==> src/rtl/fetch_decode_unit.sv <==
// Fetch/decode sequencer for the 16-bit hardwired CPU: owns PC, AR and IR, walks T0..T3,
// and hands the decoded instruction to execute over a valid/ack handshake.
module fetch_decode_unit #(
    parameter int                ADDR_W   = 12,
    parameter int                DATA_W   = 16,
    parameter logic [ADDR_W-1:0] RESET_PC = '0
) (
    input  logic              clk,
    input  logic              rst_n,
    input  logic              halt,
    output logic [ADDR_W-1:0] mem_address,
    output logic              mem_read,
    input  logic [DATA_W-1:0] mem_data,
    output logic [DATA_W-1:0] ir,
    output logic [ADDR_W-1:0] ar,
    output logic [2:0]        opcode,
    output logic              indirect,
    output logic              reg_ref,
    output logic              io_ref,
    output logic              valid,
    input  logic              ack,
    input  logic              pc_load,
    input  logic [ADDR_W-1:0] pc_load_value,
    output logic [ADDR_W-1:0] pc
);

    typedef enum logic [2:0] {T0, T1, T2, T3, HOLD} state_t;

    state_t            state, state_next;
    logic [DATA_W-1:0] ir_next;
    logic [ADDR_W-1:0] ar_next, pc_next;

    // NOTE: every variable gets a default before the case so no path can infer a latch.
    always_comb begin
        state_next = state;
        ir_next    = ir;
        ar_next    = ar;
        pc_next    = pc;
        mem_read   = 1'b0;
        valid      = 1'b0;
        unique case (state)
            T0: begin
                if (!halt) begin
                    ar_next    = pc;
                    state_next = T1;
                end
            end
            T1: begin
                mem_read   = 1'b1;
                ir_next    = mem_data;
                pc_next    = pc + ADDR_W'(1);
                state_next = T2;
            end
            T2: begin
                ar_next = ir[ADDR_W-1:0];
                // Opcode 7 is register/I-O: bit 15 selects the class there, not indirection.
                if (ir[DATA_W-1] && ir[DATA_W-2 -: 3] != 3'b111) state_next = T3;
                else                                            state_next = HOLD;
            end
            T3: begin
                mem_read   = 1'b1;
                ar_next    = mem_data[ADDR_W-1:0];
                state_next = HOLD;
            end
            HOLD: begin
                valid = 1'b1;
                if (ack) begin
                    if (pc_load) pc_next = pc_load_value;
                    state_next = T0;
                end
            end
            default: state_next = T0;
        endcase
    end

    // NOTE: state registers use non-blocking assignments so all of them update from pre-edge values.
    always_ff @(posedge clk or negedge rst_n) begin
        if (!rst_n) begin
            state <= T0;
            pc    <= RESET_PC;
            ar    <= '0;
            ir    <= '0;
        end else begin
            state <= state_next;
            pc    <= pc_next;
            ar    <= ar_next;
            ir    <= ir_next;
        end
    end

    assign mem_address = ar;
    assign opcode      = ir[DATA_W-2 -: 3];
    assign indirect    = ir[DATA_W-1];
    assign reg_ref     = (opcode == 3'b111) && !indirect;
    assign io_ref      = (opcode == 3'b111) && indirect;

endmodule

==> config.mk <==
export PLATFORM = sky130hd
export DESIGN_NAME = fetch_decode_unit
export DESIGN_NICKNAME = d
export VERILOG_FILES = /design/src/rtl/fetch_decode_unit.sv
export SDC_FILE = /design/constraint.sdc
export NUM_CORES = 1
export LEC_CHECK = 0
export CORE_ASPECT_RATIO = 0.75
export CORE_MARGIN = 5
export CORE_UTILIZATION = 45
export CTS_BUF_LIST = sky130_fd_sc_hd__clkbuf_8
export CTS_CLUSTER_SIZE = 12
export DETAILED_ROUTE_END_ITERATION = 6
export PLACE_DENSITY = 0.85
export SLEW_MARGIN = 10
export SYNTH_ARGS = -nofsm -noshare
export SYNTH_HDL_FRONTEND = slang
export SYNTH_SLANG_ARGS = --single-unit
==> constraint.sdc <==
create_clock -name clk -period 2.35 [get_ports clk]
set_clock_uncertainty 0.2 [all_clocks]
set_input_delay 0.235 -clock clk [delete_from_list [all_inputs] [get_ports clk]]
set_output_delay 0.235 -clock clk [all_outputs]
set_load 0.03 [all_outputs]
[Word level (Yosys, flattened, before mapping)]
Index checks and enable logic that the tools add are counted.
Word-level totals
  register bits after elaboration: 43
  input bits: 33
  output and inout bits: 60
Operators by class
  $add $sub $neg: 1
  eq/ne operators: 9
  muxes and demuxes: 11
  reduce and logical (&&, ||, !) cells: 11
Operators with widths (number)
  12-bit 2-to-1 mux: 3
  12-bit case mux with 3 select lines: 1
  12-bit case mux with 2 select lines: 1
  3-bit case mux with 5 select lines: 1
  12-bit by 1-bit adder with 12-bit output (second input constant): 1
  3-bit 2-to-1 mux: 3
  3-bit by 2-bit == test with 1-bit output (second input constant): 2
  3-bit == test (second input constant): 2
  2-bit != test (second input constant): 3
  2-bit AND reduction: 2
  3-bit by 1-bit == test with 1-bit output (second input constant): 1
  1-bit logical AND: 3
  3-bit logical NOT: 1
  3-bit != test (second input constant): 1
  3-bit AND reduction: 1
  3-bit nonzero test: 1
  1-bit 2-to-1 mux: 2
  2-bit nonzero test: 1
  2-bit OR reduction: 1
  1-bit logical NOT: 1

[Depth between registers and ports, before layout]
Gate-level depths: netlist of the first run.
  word-level depth: 4
  mapped depth: 7
  gate-level depth less buffers: 5

[Worst setup path before layout of the first run]
OpenSTA, ideal clock, no wires.
  path kind: flip-flop to flip-flop
  start: reg pc[3]
  end: reg pc[11]
  arrival: 1539 ps
  required time: 2056 ps
  path slack: 517 ps
  stages on the path, launching flop included: 6
  cell sequence: dfrtp_1 buf_2 nand4_1 nor4_1 mux2i_1 a211oi_1
Between the ends
  word-level cells in the longest chain between the ends: 2
Ends and longest elaborated chain
  from (decl): line 24  | output logic [ADDR_W-1:0] pc
  from (signal assigned): line 85  | pc <= pc_next;
  12-bit by 1-bit adder with 12-bit output: line 51  | pc_next = pc + ADDR_W'(1);
  12-bit case mux with 2 select lines: line 41  | unique case (state)
Every way passes these cells.
A chain may end at the register's enable or synchronous reset.

[Worst setup path in the final report of the first run]
  start: reg state[1]
  end: out valid
Between the ends
  word-level cells in the longest chain between the ends: 2
Ends and longest elaborated chain
  from (decl): line 29  | state_t state, state_next;
  from (signal assigned): line 84  | state <= state_next;
  3-bit == test: line 41
  1-bit 2-to-1 mux: line 41
  to (decl): line 20  | output logic valid,
Every way passes these cells.

==> impl_metrics.json, run 1 <==
{
  "status": "completed",
  "htreeDepth": 2,
  "grt_util_met3_pct": 6.289,
  "clk_latency_ns": 0.30,
  "ios": 93,
  "yosys-top-cells-count": "dfrtp_1 (43), nand2_1 (36), o21ai_1 (29), a21oi_1 (17), buf_4 (16)",
  "postCtsSetupRepairBufs": 0,
  "post_drt_wl_per_cell_um": 15.39,
  "cts-resized-gates": 0,
  "die_y_um": 72.60,
  "ant_nets": 0,
  "grt_pass1_vias": 1980,
  "combPwrFrac_pct": 62.1,
  "ys_ff_latch": 43,
  "hold_viol_final": 0,
  "cts.clk_slew.worst_paths_ns": 0.08,
  "finalSetupViolCount": 0,
  "drt-pass1-iter-count": 4,
  "final_period_minus_worst_setup_slack_ns": 2.185,
  "drt_iter0_drc": 110,
  "synthCells": 246,
  "yosysTopAreaCell": "dfrtp_1",
  "synth_top_cell_area_share_pct": 45.77,
  "synthDistinctLibCells": 40,
  "rsz0062_at_grt": "no",
  "drc": 0,
  "synth_area_per_cell_um2": 9.557,
  "p_clk_share_pct": 10.2,
  "irDropWorstVdd_mv": 0.9702,
  "synth-async-reset-ratio_pct": 100.0,
  "arrival_ns": 1.75,
  "clock-sinks": 43,
  "grtUsageMet1_pct": 25.10,
  "grt.met2_usage_pct": 27.97,
  "drive_above_1_share_pct": 6.875,
  "timing.final.max_slew_violations": 0,
  "dieArea_mm2": 0.006785,
  "nNetsFinal": 354,
  "cts_made_buffers": 5,
  "grt_max_degree": 44,
  "track_usage_pct": 18.22,
  "synthFlopType": "dfrtp_1",
  "grt.busiest_layer": "met2",
  "fmax_mhz": 457.7,
  "place_hpwl_mm": 4.479,
  "power_frac_seq_pct": 27.7,
  "slew_headroom_pct": 36.33,
  "clockBufferDepth": 2,
  "cts_tree": "yes",
  "worstSetupStartpointType": "flip-flop",
  "synth-edff-count": 0,
  "switching_share_pct": 47.95,
  "p_per_area_mw_per_mm2": 1654,
  "yosysMostFrequentCell": "dfrtp_1",
  "p_int_w": 0.002849,
  "holdWs_ns": 0.3049,
  "total_power_w": 0.005475,
  "p_leak_nw": 1.359,
  "portBuffers": 92,
  "seq_area_frac_synth_pct": 45.77,
  "worstPathRequired_ns": 1.91,
  "cap_violations": 0,
  "n_antenna_cell": 0,
  "num_rows": 22,
  "synth_area_leaders": "dfrtp_1 (46%), mux2_1 (7.2%), mux2i_1 (6.4%)",
  "die_w_um": 93.46,
  "ys.warnings.count": 0,
  "core-area_mm2": 0.004982,
  "crit_fanout": 30,
  "dr_total_vias": 2050,
  "initial_core_util_pct": 47.19,
  "critPathKind": "flip-flop to primary output",
  "gr-total-overflow": 0,
  "grt_pass1_wl_mm": 9.770,
  "cp-end-kind": "primary output",
  "wirelength_mm": 6.034,
  "synth_fp_nets": 280,
  "switchingPower_w": 0.002625,
  "fin_setup_tns_ns": 0,
  "setup_slack_ns": 0.1650,
  "dp_slack_ns": 0.4510,
  "drt-vias-per-instance": 5.230,
  "cts_root_buf": "clkbuf_8",
  "postCtsHoldBufs": 1,
  "antenna_found_initial": 0,
  "place.gp.congestion": 0.9115,
  "area_growth_pct": 40.82,
  "fin_crit_sh_pct": 92.98,
  "synthesis.area_mm2": 0.002351,
  "tightest_slew_ns": 0.9551,
  "hold_class": "input pin to flip-flop"
}
==> layout by cell type, fill, tap and decap left out, drive strengths merged, types with 3 or more instances in the layout <==
master	n
nand2	36
o22ai	5
nand2b	4
nor3b	3
inv	6
clkdlybuf4s50	89
a21oi	18
nand3	6
mux2	15
o21ai	32
mux2i	15
clkbuf	5
buf	9
dfrtp	43
nor2	6
==> kinds of logic (layout without fill, tap and decap cells) <==
group,after synthesis,in the layout,synth area share (%)
simple gates,67,67,13.89
compound gates,68,68,16.71
buf+inv,37,111,9.526
flops,43,43,45.77
fa+ha+maj,1,1,0.5321
mux,30,30,13.57
==> routing by layer <==
metal / routed length (um) / vias to the layer above
li1: - / 1004
met1: 2746 / 953
met2: 2650 / 85
met3: 579 / 8
met4: 57 / 0
met5: 0 / -
==> registers in the layout (all words and copies together) (netlist names) <==
signal,cells
ir,16
pc,12
state,3
ar,12
==> stage by stage <==
step	instances	utilization [%]	area [um^2]
floorplan	246	-	2351
global placement	384	64.19	3198
detailed placement	384	64.19	3198
CTS	392	66.45	3311
global route	392	66.45	3311
finish	392	66.45	3311
==> layout make-up <==
type | instances | area, um^2
Fill cell | 413 | 1672
Sequential cell | 43 | 1076
Multi-Input combinational cell | 166 | 1057
Timing Repair Buffer | 99 | 965.9
Tap cell | 72 | 90.09
Clock buffer | 5 | 68.82
Clock inverter | 2 | 33.78
Inverter | 5 | 18.77
==> worst paths after layout <==
path / endpoint / cells after the start / slack (ns) / from
worst max-delay path: valid / 3 / 0.16 / state[1]
worst min-delay path: ir[15] / 3 / 0.30 / mem_data[15]
worst max register to register: pc[11] / 3 / 0.48 / state[1]
worst min register to register: ir[0] / 1 / 0.32 / ir[0]
max in group asynchronous: ir[0] / 2 / 0.93 / rst_n
min in group asynchronous: pc[6] / 2 / 0.42 / rst_n
==> critical path: stages (launching register included) <==
cell and delay [ns]:
dfrtp_1 0.49, or3b_4 0.59, inv_2 0.18, buf_4 0.18
==> power by group through the flow <==
stage	registers, W	clock network (W)	logic [W]
floorplan	0.00209	0	0.00165
global placement	0.00151	0	0.00336
detailed placement	0.00153	0	0.00341
CTS	0.00152	0.000570	0.00343
global route	0.00159	0.000599	0.00363
finish	0.00151	0.000561	0.00340
Note: power is estimated with default switching activity, not from simulation.
==> run 2: changes to the inputs <==
CORE_ASPECT_RATIO = default   (was 0.75)
==> run 2 against run 1 <==
Against the previous run: first-iteration DRC count grew 61%; clock power fell by 0.7%; routed wire length up 2.0%; non-clock buffer count grew 1; global-route usage grew 0.49 points; largest cell class unchanged; sequential share of layout area down 0.073 points; sequential power is essentially flat; register-to-register slack about the same; final area is 0.23% higher.
==> impl_metrics.json, run 2 (synthesized netlist as in run 1, its figures left out) <==
{
  "status": "completed",
  "switching_share_pct": 47.96,
  "arrival_ns": 1.74,
  "core-area_mm2": 0.005107,
  "ios": 93,
  "clock-sinks": 43,
  "portBuffers": 92,
  "drc": 0,
  "wirelength_mm": 6.157,
  "combPwrFrac_pct": 61.9,
  "p_per_area_mw_per_mm2": 1647,
  "track_usage_pct": 18.71,
  "hold_viol_final": 0,
  "cap_violations": 0,
  "place.gp.congestion": 0.8624,
  "drt_iter0_drc": 177,
  "clk_latency_ns": 0.29,
  "irDropWorstVdd_mv": 0.8532,
  "p_leak_nw": 1.362,
  "worstSetupStartpointType": "flip-flop",
  "dieArea_mm2": 0.006770,
  "r2r_setup_slack_ns": 0.47,
  "finalSetupViolCount": 0,
  "final_cell_mix": "clkdlybuf4s50_1 (90), dfrtp_1 (43), nand2_1 (36)",
  "initial_core_util_pct": 46.03,
  "cts_made_buffers": 5,
  "n_antenna_cell": 0,
  "grt_pass1_wl_mm": 9.660,
  "cp_cell_sequence": "or3b_4 -> inv_2 -> buf_4",
  "die_y_um": 82.28,
  "grt_max_degree": 31,
  "drive_above_1_share_pct": 6.854,
  "critPathKind": "flip-flop to primary output",
  "critPathSlowestCell": "or3b_4",
  "slew_headroom_pct": 61.31,
  "cts_tree": "yes",
  "cp-end-kind": "primary output",
  "post_drt_wl_per_cell_um": 15.75,
  "drt-vias-per-instance": 5.289,
  "die_w_um": 82.28,
  "final_cells": 391,
  "p_clk_share_pct": 10.2,
  "fin_setup_tns_ns": 0,
  "cts_root_buf": "clkbuf_8",
  "hold_class": "input pin to asynchronous set/reset pin",
  "cts-resized-gates": 0,
  "tightest_slew_ns": 0.5803,
  "power_frac_seq_pct": 27.9,
  "nNetsFinal": 355,
  "placedCellCount": 383,
  "drt-pass1-iter-count": 4,
  "crit_fanout": 30,
  "ant_nets": 0,
  "fmax_mhz": 459.3,
  "switchingPower_w": 0.002621,
  "reg_top3": "ir: 16 flops, ar: 12 flops, pc: 12 flops",
  "dr_total_vias": 2068,
  "clockBufferDepth": 2,
  "antenna_found_initial": 0,
  "p_int_w": 0.002844,
  "area_growth_pct": 41.14,
  "largest_register_ffs": 16,
  "cts.clk_slew.worst_paths_ns": 0.08,
  "worstPathRequired_ns": 1.91,
  "nFillCells": 433,
  "reg2regPathDepth": 3,
  "place_hpwl_mm": 4.690,
  "regMostFlops": "ir",
  "timing.final.max_slew_violations": 0,
  "fin_crit_sh_pct": 92.65,
  "htreeDepth": 2,
  "gr-total-overflow": 0,
  "grt_pass1_vias": 2010,
  "layout_commonest_cell": "clkdlybuf4s50_1",
  "rsz0062_at_grt": "no",
  "final_period_minus_worst_setup_slack_ns": 2.177,
  "num_rows": 26,
  "slowest_delay_ns": 0.60
}
## run 2: cell count changes in the layout (fill, tap and decap cells not counted)
cell,delta
clkdlybuf4s50_1,+1
## run 2: critical path, delay by kind of cell (launching register included)
family,cells,cell delay [ns]
and+or+nand+nor,1,0.60
DFF,1,0.50
buffers and inverters,2,0.36
## run 2: layout make-up
cell class | instances | area, um^2 | share of cell area (%)
tap | 70 | 87.58 | 2.640
inverter | 5 | 18.77 | 0.5656
clock inverter | 2 | 33.78 | 1.018
clock buffer | 5 | 68.82 | 2.074
sequential | 43 | 1076 | 32.43
multi-input combinational | 166 | 1057 | 31.86
timing repair buffer | 100 | 975.9 | 29.41
## run 2: metrics by stage
step / power [W] / worst slack, ns / cell area (um^2) / util [%] / hold slack [ns]
global route: 0.005813 / 0.09476 / 3318 / 64.97 / 0.3165
CTS: 0.005507 / 0.1747 / 3318 / 64.97 / 0.2741
floorplan: 0.003745 / 0.5173 / 2351 / - / -0.2606
global placement: 0.004855 / 0.5219 / 3206 / 62.76 / 0.06451
detailed placement: 0.004946 / 0.4540 / 3206 / 62.76 / 0.06244
finish: 0.005465 / 0.1728 / 3318 / 64.97 / 0.2632
## run 2: layer usage
layer	track usage [%]	up-vias	wire, um
li1	-	999	-
met1	22.64	987	2585
met2	32.53	74	3052
met3	5.857	8	454
met4	3.987	0	65
met5	0	-	0
## run 2: what timing repair did
item                      4_1_cts  5_1_grt
hold buffers                    1        0
hold endpoints to repair       23        0
buffers inserted                0        0
## run 2: final timing paths
| path | from | to |
|---|---|---|
| worst max-delay path | state[1] | valid |
| worst min-delay path | rst_n | ir[2] |
| worst max register to register | state[1] | pc[11] |
| worst min register to register | ir[8] | ir[8] |
| max in group asynchronous | rst_n | state[1] |
| min in group clk | mem_data[15] | ir[15] |
## run 2: power by group through the flow
| stage | Clock, W | Sequential, W | Combinational (W) |
|---|---|---|---|
| 2_1_floorplan | 0 | 0.00209 | 0.00165 |
| 3_5_place_dp | 0 | 0.00155 | 0.00340 |
| 3_3_place_gp | 0 | 0.00152 | 0.00334 |
| 5_1_grt | 0.000598 | 0.00160 | 0.00362 |
| 4_1_cts | 0.000562 | 0.00153 | 0.00341 |
| 6_report | 0.000557 | 0.00153 | 0.00338 |
